**config.mk**
```make
export PLATFORM = sky130hd
export DESIGN_NAME = alu_sequencer
export DESIGN_NICKNAME = d
export VERILOG_FILES = /design/src/rtl/alu_sequencer.sv
export SDC_FILE = /design/constraint.sdc
export NUM_CORES = 1
export LEC_CHECK = 0
export ABC_AREA = 1
export CAP_MARGIN = 40
export CORE_AREA = 2 2 102 104
export DETAILED_ROUTE_END_ITERATION = 6
export DIE_AREA = 0 0 104 106
export GPL_TIMING_DRIVEN = 0
export PLACE_DENSITY = 0.88
export REMOVE_ABC_BUFFERS = 1
export SETUP_SLACK_MARGIN = 0.3
export SKIP_CTS_REPAIR_TIMING = 1
export SYNTH_ARGS = -nofsm -noshare
export SYNTH_HDL_FRONTEND = slang
export SYNTH_SLANG_ARGS = --single-unit
```
**constraint.sdc**
```tcl
create_clock -name clk -period 3.2 [get_ports clk]
set_input_delay 0.48 -clock clk [delete_from_list [all_inputs] [get_ports clk]]
set_output_delay 0.48 -clock clk [all_outputs]
set_load 0.05 [all_outputs]
```
**src/rtl/alu_sequencer.sv**
```systemverilog
// rtl/alu_sequencer.sv - program sequencer feeding the ALU decoder
// Steps a small writable opcode program, honouring repeat counts and downstream stalls.
module alu_sequencer #(
  parameter int DEPTH = 16,
  parameter int AW    = 4
) (
  input  logic          clk,
  input  logic          reset,
  input  logic          start,
  input  logic          prog_we,
  input  logic [AW-1:0] prog_addr,
  input  logic [7:0]    prog_data,
  input  logic          alu_busy,
  output logic [2:0]    address,
  output logic          issue,
  output logic [AW-1:0] pc,
  output logic          busy,
  output logic          done,
  output logic          overrun
);

  typedef enum logic [1:0] {IDLE, FETCH, ISSUE, DONE} state_t;

  state_t      state, state_next;
  logic [7:0]  mem [DEPTH];
  logic [7:0]  word;
  logic [3:0]  rep;
  logic        fire;
  logic        at_end;

  assign at_end = (pc == AW'(DEPTH - 1));
  assign busy   = (state != IDLE);
  assign done   = (state == DONE);

  always_ff @(posedge clk) begin
    if (reset) state <= IDLE;
    else       state <= state_next;
  end

  // fire marks an unstalled ISSUE cycle; it alone produces an issue strobe next cycle
  always_comb begin
    state_next = state;
    fire       = 1'b0;
    case (state)
      IDLE:  if (start) state_next = FETCH;
      FETCH: state_next = ISSUE;
      ISSUE: begin
        if (!alu_busy) begin
          fire = 1'b1;
          if (rep != 4'd0)      state_next = ISSUE;
          else if (word[7])     state_next = DONE;
          else if (at_end)      state_next = DONE;
          else                  state_next = FETCH;
        end
      end
      DONE:  state_next = IDLE;
      default: state_next = IDLE;
    endcase
  end

  // Program memory is deliberately not reset; it is only writable while idle
  always_ff @(posedge clk) begin
    if (state == IDLE && prog_we) mem[prog_addr] <= prog_data;
  end

  always_ff @(posedge clk) begin
    if (reset) begin
      pc      <= '0;
      address <= 3'd0;
      issue   <= 1'b0;
      overrun <= 1'b0;
      rep     <= 4'd0;
      word    <= 8'd0;
    end else begin
      issue <= fire;
      if (fire) address <= word[2:0];
      case (state)
        IDLE: begin
          if (start) begin
            pc      <= '0;
            overrun <= 1'b0;
          end
        end
        FETCH: begin
          word <= mem[pc];
          rep  <= mem[pc][6:3];
        end
        ISSUE: begin
          if (fire) begin
            if (rep != 4'd0) begin
              rep <= rep - 4'd1;
            end else if (!word[7]) begin
              // pc never wraps: running off the end is flagged instead
              if (at_end) overrun <= 1'b1;
              else        pc      <= pc + 1'b1;
            end
          end
        end
        default: ;
      endcase
    end
  end

endmodule

```
---- Yosys cells after proc, flatten, opt, wreduce, memory -nomap -nowiden ----
Memory sizes are Yosys's and may differ from the RTL's. A register that Yosys moved wholly into a read port is not among the register bits.
Index checks and enable logic that the tools add are counted.
word-level totals
  flip-flop bits (word level) ............. 23
  RAM bits ................................ 128
  input port bits ......................... 17
  output and inout port bits .............. 11
  logic and storage cells ................. 59
  memories kept ........................... 1
memory list
  name  depth  bits a word  rd ports  clocked after Yosys merged registers in  write ports  RTL line  source
  mem   16     8            1         1                                        1            25        logic [7:0] mem [DEPTH];
operators by class
  add/sub/neg operators ................... 2
  eq/ne operators ......................... 12
  multiplexer cells ....................... 27
  reduce and logical (&&, ||, !) cells .... 10
operators by type and width
  cell                                               count
  2-to-1 mux 4 bit                                   9
  != test 2 bit (second input constant)              8
  one-hot mux 4 bit (2 select lines)                 2
  AND reduction 6 bit                                2
  2-to-1 mux 2 bit                                   5
  2-to-1 mux 1 bit                                   9
  one-hot mux 2 bit (4 select lines)                 1
  nonzero test 2 bit                                 3
  adder 4 x 1 -> 4 bit (second input constant)       1
  == test 2 bit (second input constant)              2
  == test 4 bit (second input constant)              1
  nonzero test 4 bit                                 1
  subtractor 4 x 1 -> 4 bit (second input constant)  1
  AND reduction 3 bit                                1
  == test 2 x 1 -> 1 bit (second input constant)     1
  zero test 2 bit                                    1
  one-hot mux 1 bit (2 select lines)                 1
  AND reduction 2 bit                                1
  logical AND 1 bit                                  1

---- Logic depth before layout (Yosys ltp) ----
  depth in word-level cells ............... 8
  gate-level depth with buffers ........... 11
  mapped depth without buffers ............ 11

---- Least setup slack after synthesis ----
OpenSTA, ideal clock, no wires.
  path type ............................... register to register
  start ................................... register state[1]
  end ..................................... memory mem[10][0], enable pin
  library setup time ...................... 370 ps
  data arrival time ....................... 1492 ps
  required time ........................... 2830 ps
  slack ................................... 1338 ps
  cell stages (with the launch flop) ...... 6
  buffers on the path ..................... 0
  period minus slack after synthesis ...... 1862 ps
  path through ............................ dfxtp_1 > nor2_1 > inv_1 > nor2_1 > nand3_1 > nor2_1
on the way
  word-level cells in the longest chain between the ends .. 4
RTL lines
  element                                 RTL line  source
  from (decl)                             24        state_t state, state_next;
  from (signal assigned)                  37        else state <= state_next;
  zero test 2 bit                         63        if (state == IDLE && prog_we) mem[prog_addr] <= prog_data;
  logical AND 1 bit                       63
  2-to-1 mux 1 bit                        63
  2-to-1 mux 1 bit (implied by the code)  63
  to (decl)                               25
Every way passes these cells.

==> reports/metrics.csv <==
stage,metric,value,unit
min_path,WHS Endpoint,address[2],
synthesis,Syn Inst Count,590,
drt,vias per cell,5.97,
sta,RSZ-0062 raised after global routing,false,
drt,Post-route DRC,0,
grt,antenna violations before repair,0,
finish,Final nets,634,
synthesis,Mapped Area,6240,µm²
clock_tree,depth of the CTS H-tree,4,
grt,vias in the first global route,4314,
worst_setup_path,startpoint types,register,
status,status,"complete, no violations",
sta,Max-Slew Margin vs Limit,0.415,
synthesis,Synth Area in Adders,0.00401,
clock_tree,CTS Buf Count,17,
synthesis,Syn Area/Cell,10.6,µm²
drt,Vias,4559,
worst_setup_path,R2R Setup Slk,690,ps
place,routability cong.,0.794,
worst_setup_path,worst r2r dst,word[0],
floorplanning,die area,11000,µm²
floorplanning,CORE AREA,10000,µm²
grt,largest net degree at the start of global routing,45,
min_path,Worst Hold Launch,word[2],
sta,Max Fclk,399,MHz
floorplanning,num rows,37,
finish,# diodes,0,
synthesis,post-synthesis simple-gate area fraction,0.214,
drt,Pre-antenna DRT Iters,6,
grt,first-pass GRT wire length,22400,µm
worst_setup_path,R2R depth,11,
finish,fill count,665,
synthesis,largest family of logic cells by synthesized area,simple AND/OR/NAND/NOR gates,
clock_tree,root buffer cell,clkbuf_8,
floorplanning,Top Ports,28,
min_path,Tightest Hold Check Type,reg -> reg,
worst_setup_path,Crit Path Class,reg -> reg,
worst_setup_path,Crit. End Element,register,
place,HPWL after detailed placement,8370,µm
grt,global route total overflow,0,
drt,1st-iter DRT viols,564,
sta,endpoints failing hold,0,
finish,Area Overhead vs Synth,15.5,%
place,PortBufs,27,
synthesis,area share of the largest cell type after synthesis,0.616,
floorplanning,Starting Density,0.624,
synthesis,synth warn,0,
synthesis,post-synth cell types,28,
sta,final setup fails,0,
clock_tree,clk_lat worst skew,540,ps
sta,clock skew,6.53,ps
sta,TNS Setup,0,ps
synthesis,"EDFF count, synth",128,
worst_setup_path,CP Max Fanout,44,
clock_tree,CTS Buffer Depth,2,
sta,Min Hold Slack,507,ps
synthesis,post-synthesis compound-gate area fraction,0.0445,
clock_tree,CTS Sinks,151,
synthesis,"flops & latches, synth",151,
floorplanning,Die X,104,µm
power,P_leak,2.74,nW
clock_tree,Clock transition at path regs,60,ps
synthesis,most area-hungry cell type in the Yosys netlist,edfxtp_1,
sta,Tcrit/Tclk final,0.783,
synthesis,post-synthesis sequential area ratio,0.690,
drt,WL/cell,18.9,µm
synthesis,Synth async-reset ratio,0,
drt,remaining antenna violation count after routing,0,
synthesis,Synth area leaders,"edfxtp_1, nand2_1, dfxtp_1",
power,Peak VDD IR,0.000517,V
clock_tree,CTS tree,done,
sta,max-slew violation count,0,
synthesis,fraction of synthesized cell area in xor and xnor cells,0,
sta,Slew @ Worst Pin,875,ps
grt,GRT Total Usage,0.275,
run,max cap viols,0,
power,PD cells,758,nW/µm²
min_path,WHS Path Cells,2,
drt,final WL,14500,µm
worst_setup_path,WP data required,3630,ps
synthesis,main flop type after synthesis,edfxtp_1,
sta,fin crit period,2510,ps
worst_setup_path,WP data arrival,2930,ps
finish,fraction of layout cells with a size suffix above 1,0.0669,
synthesis,mux cell area share after synthesis,0,
floorplanning,die span in y,106,µm
-- critical path, stage by stage (launching register included) --
cell and delay, ps:
dfxtp_2 800, buf_16 260, inv_2 180, buf_12 230, nand2_1 90, nand3_1 110, nand3_1 170, nand2_1 110
nand2_1 100, nand3_1 110, o211ai_1 120, inv_1 60
-- metal layers --
layer	routed length, µm	vias to the layer above	track usage	part of all wire
li1	-	2056	-	-
met1	5290	2151	0.334	0.37
met2	7220	298	0.462	0.50
met3	1370	54	0.0638	0.095
met4	585	0	0.142	0.040
met5	0	-	0	0
-- cell type report --
class                           instances  area (µm²)  area share
Timing Repair Buffer                   30         333      0.0462
Clock inverter                         13         154      0.0214
Sequential cell                       151        4310       0.597
Clock buffer                           19         422      0.0585
Tap cell                              136         170      0.0236
Multi-Input combinational cell        367        1640       0.227
Inverter                               48         183      0.0254
-- registers in the layout, summed over array words and instances (netlist names), named ones only --
| signal | flops |
|---|---|
| address | 3 |
| issue | 1 |
| mem | 128 |
| overrun | 1 |
| pc | 4 |
| rep | 4 |
| state | 2 |
| word | 4 |
-- power breakdown --
group | internal, mW | switching (mW) | leakage [nW]
Sequential | 2.24 | 0.119 | 1.34
Combinational | 0.367 | 0.794 | 1.13
Clock | 1.18 | 0.763 | 0.267
-- worst max path at each step --
stage / startpoint / endpoint / slack, ps / depth (start not counted)
after floorplan: register / word[7] / 450 / 9
after global placement: register / word[7] / -760 / 9
after detailed placement: prog_we / mem[11][7] / 520 / 5
after CTS: register / word[7] / 740 / 11
after global routing: register / word[7] / 540 / 11
final: register / word[0] / 690 / 11
-- placed cells by master (no fill, tap or decap), types with 2 or more instances in the layout --
master	Yosys	routed
a21oi_1	14	14
nor3b_1	2	2
ha_1	2	2
clkbuf_16	0	16
inv_2	3	3
dfxtp_1	23	22
clkinv_1	1	4
bufinv_16	0	3
o21ai_0	24	24
inv_6	0	2
nand2_4	2	2
nand2_2	2	2
nand2_1	160	160
o211ai_1	7	7
a31oi_1	2	2
edfxtp_1	128	128
clkdlybuf4s50_1	0	27
nand3_1	90	90
clkbuf_1	8	2
clkinvlp_4	0	4
nor2_1	55	55
inv_1	43	43
-- kinds of logic (layout without fill, tap and decap cells) --
kind of cell,Yosys count,count (layout)
fa+ha+maj,2,2
buf+inv,72,110
flops,151,151
compound gates,50,50
simple gates,315,315
-- metrics by stage --
step	total power, mW	instances	setup WS, ps	utilization	instance area, µm²
6_report	5.46	764	694	0.721	7210
2_1_floorplan	3.11	566	449	-	6130
5_1_grt	5.67	764	541	0.721	7210
3_3_place_gp	3.41	729	-762	0.657	6570
4_1_cts	5.44	764	737	0.721	7210
3_5_place_dp	3.51	732	521	0.663	6630
-- synth_stat cells, types with 2 or more instances --
cell type  instances
ha_1               2
buf_4              3
nand2_2            2
inv_1             43
nor3b_1            2
edfxtp_1         128
o21ai_0           24
nand3_1           90
buf_1              2
o211ai_1           7
nand2_4            2
clkbuf_1           8
buf_2             11
inv_2              3
nor2_1            55
nand2_1          160
a31oi_1            2
dfxtp_1           23
a21oi_1           14
Note: power is estimated with default switching activity, not from simulation.
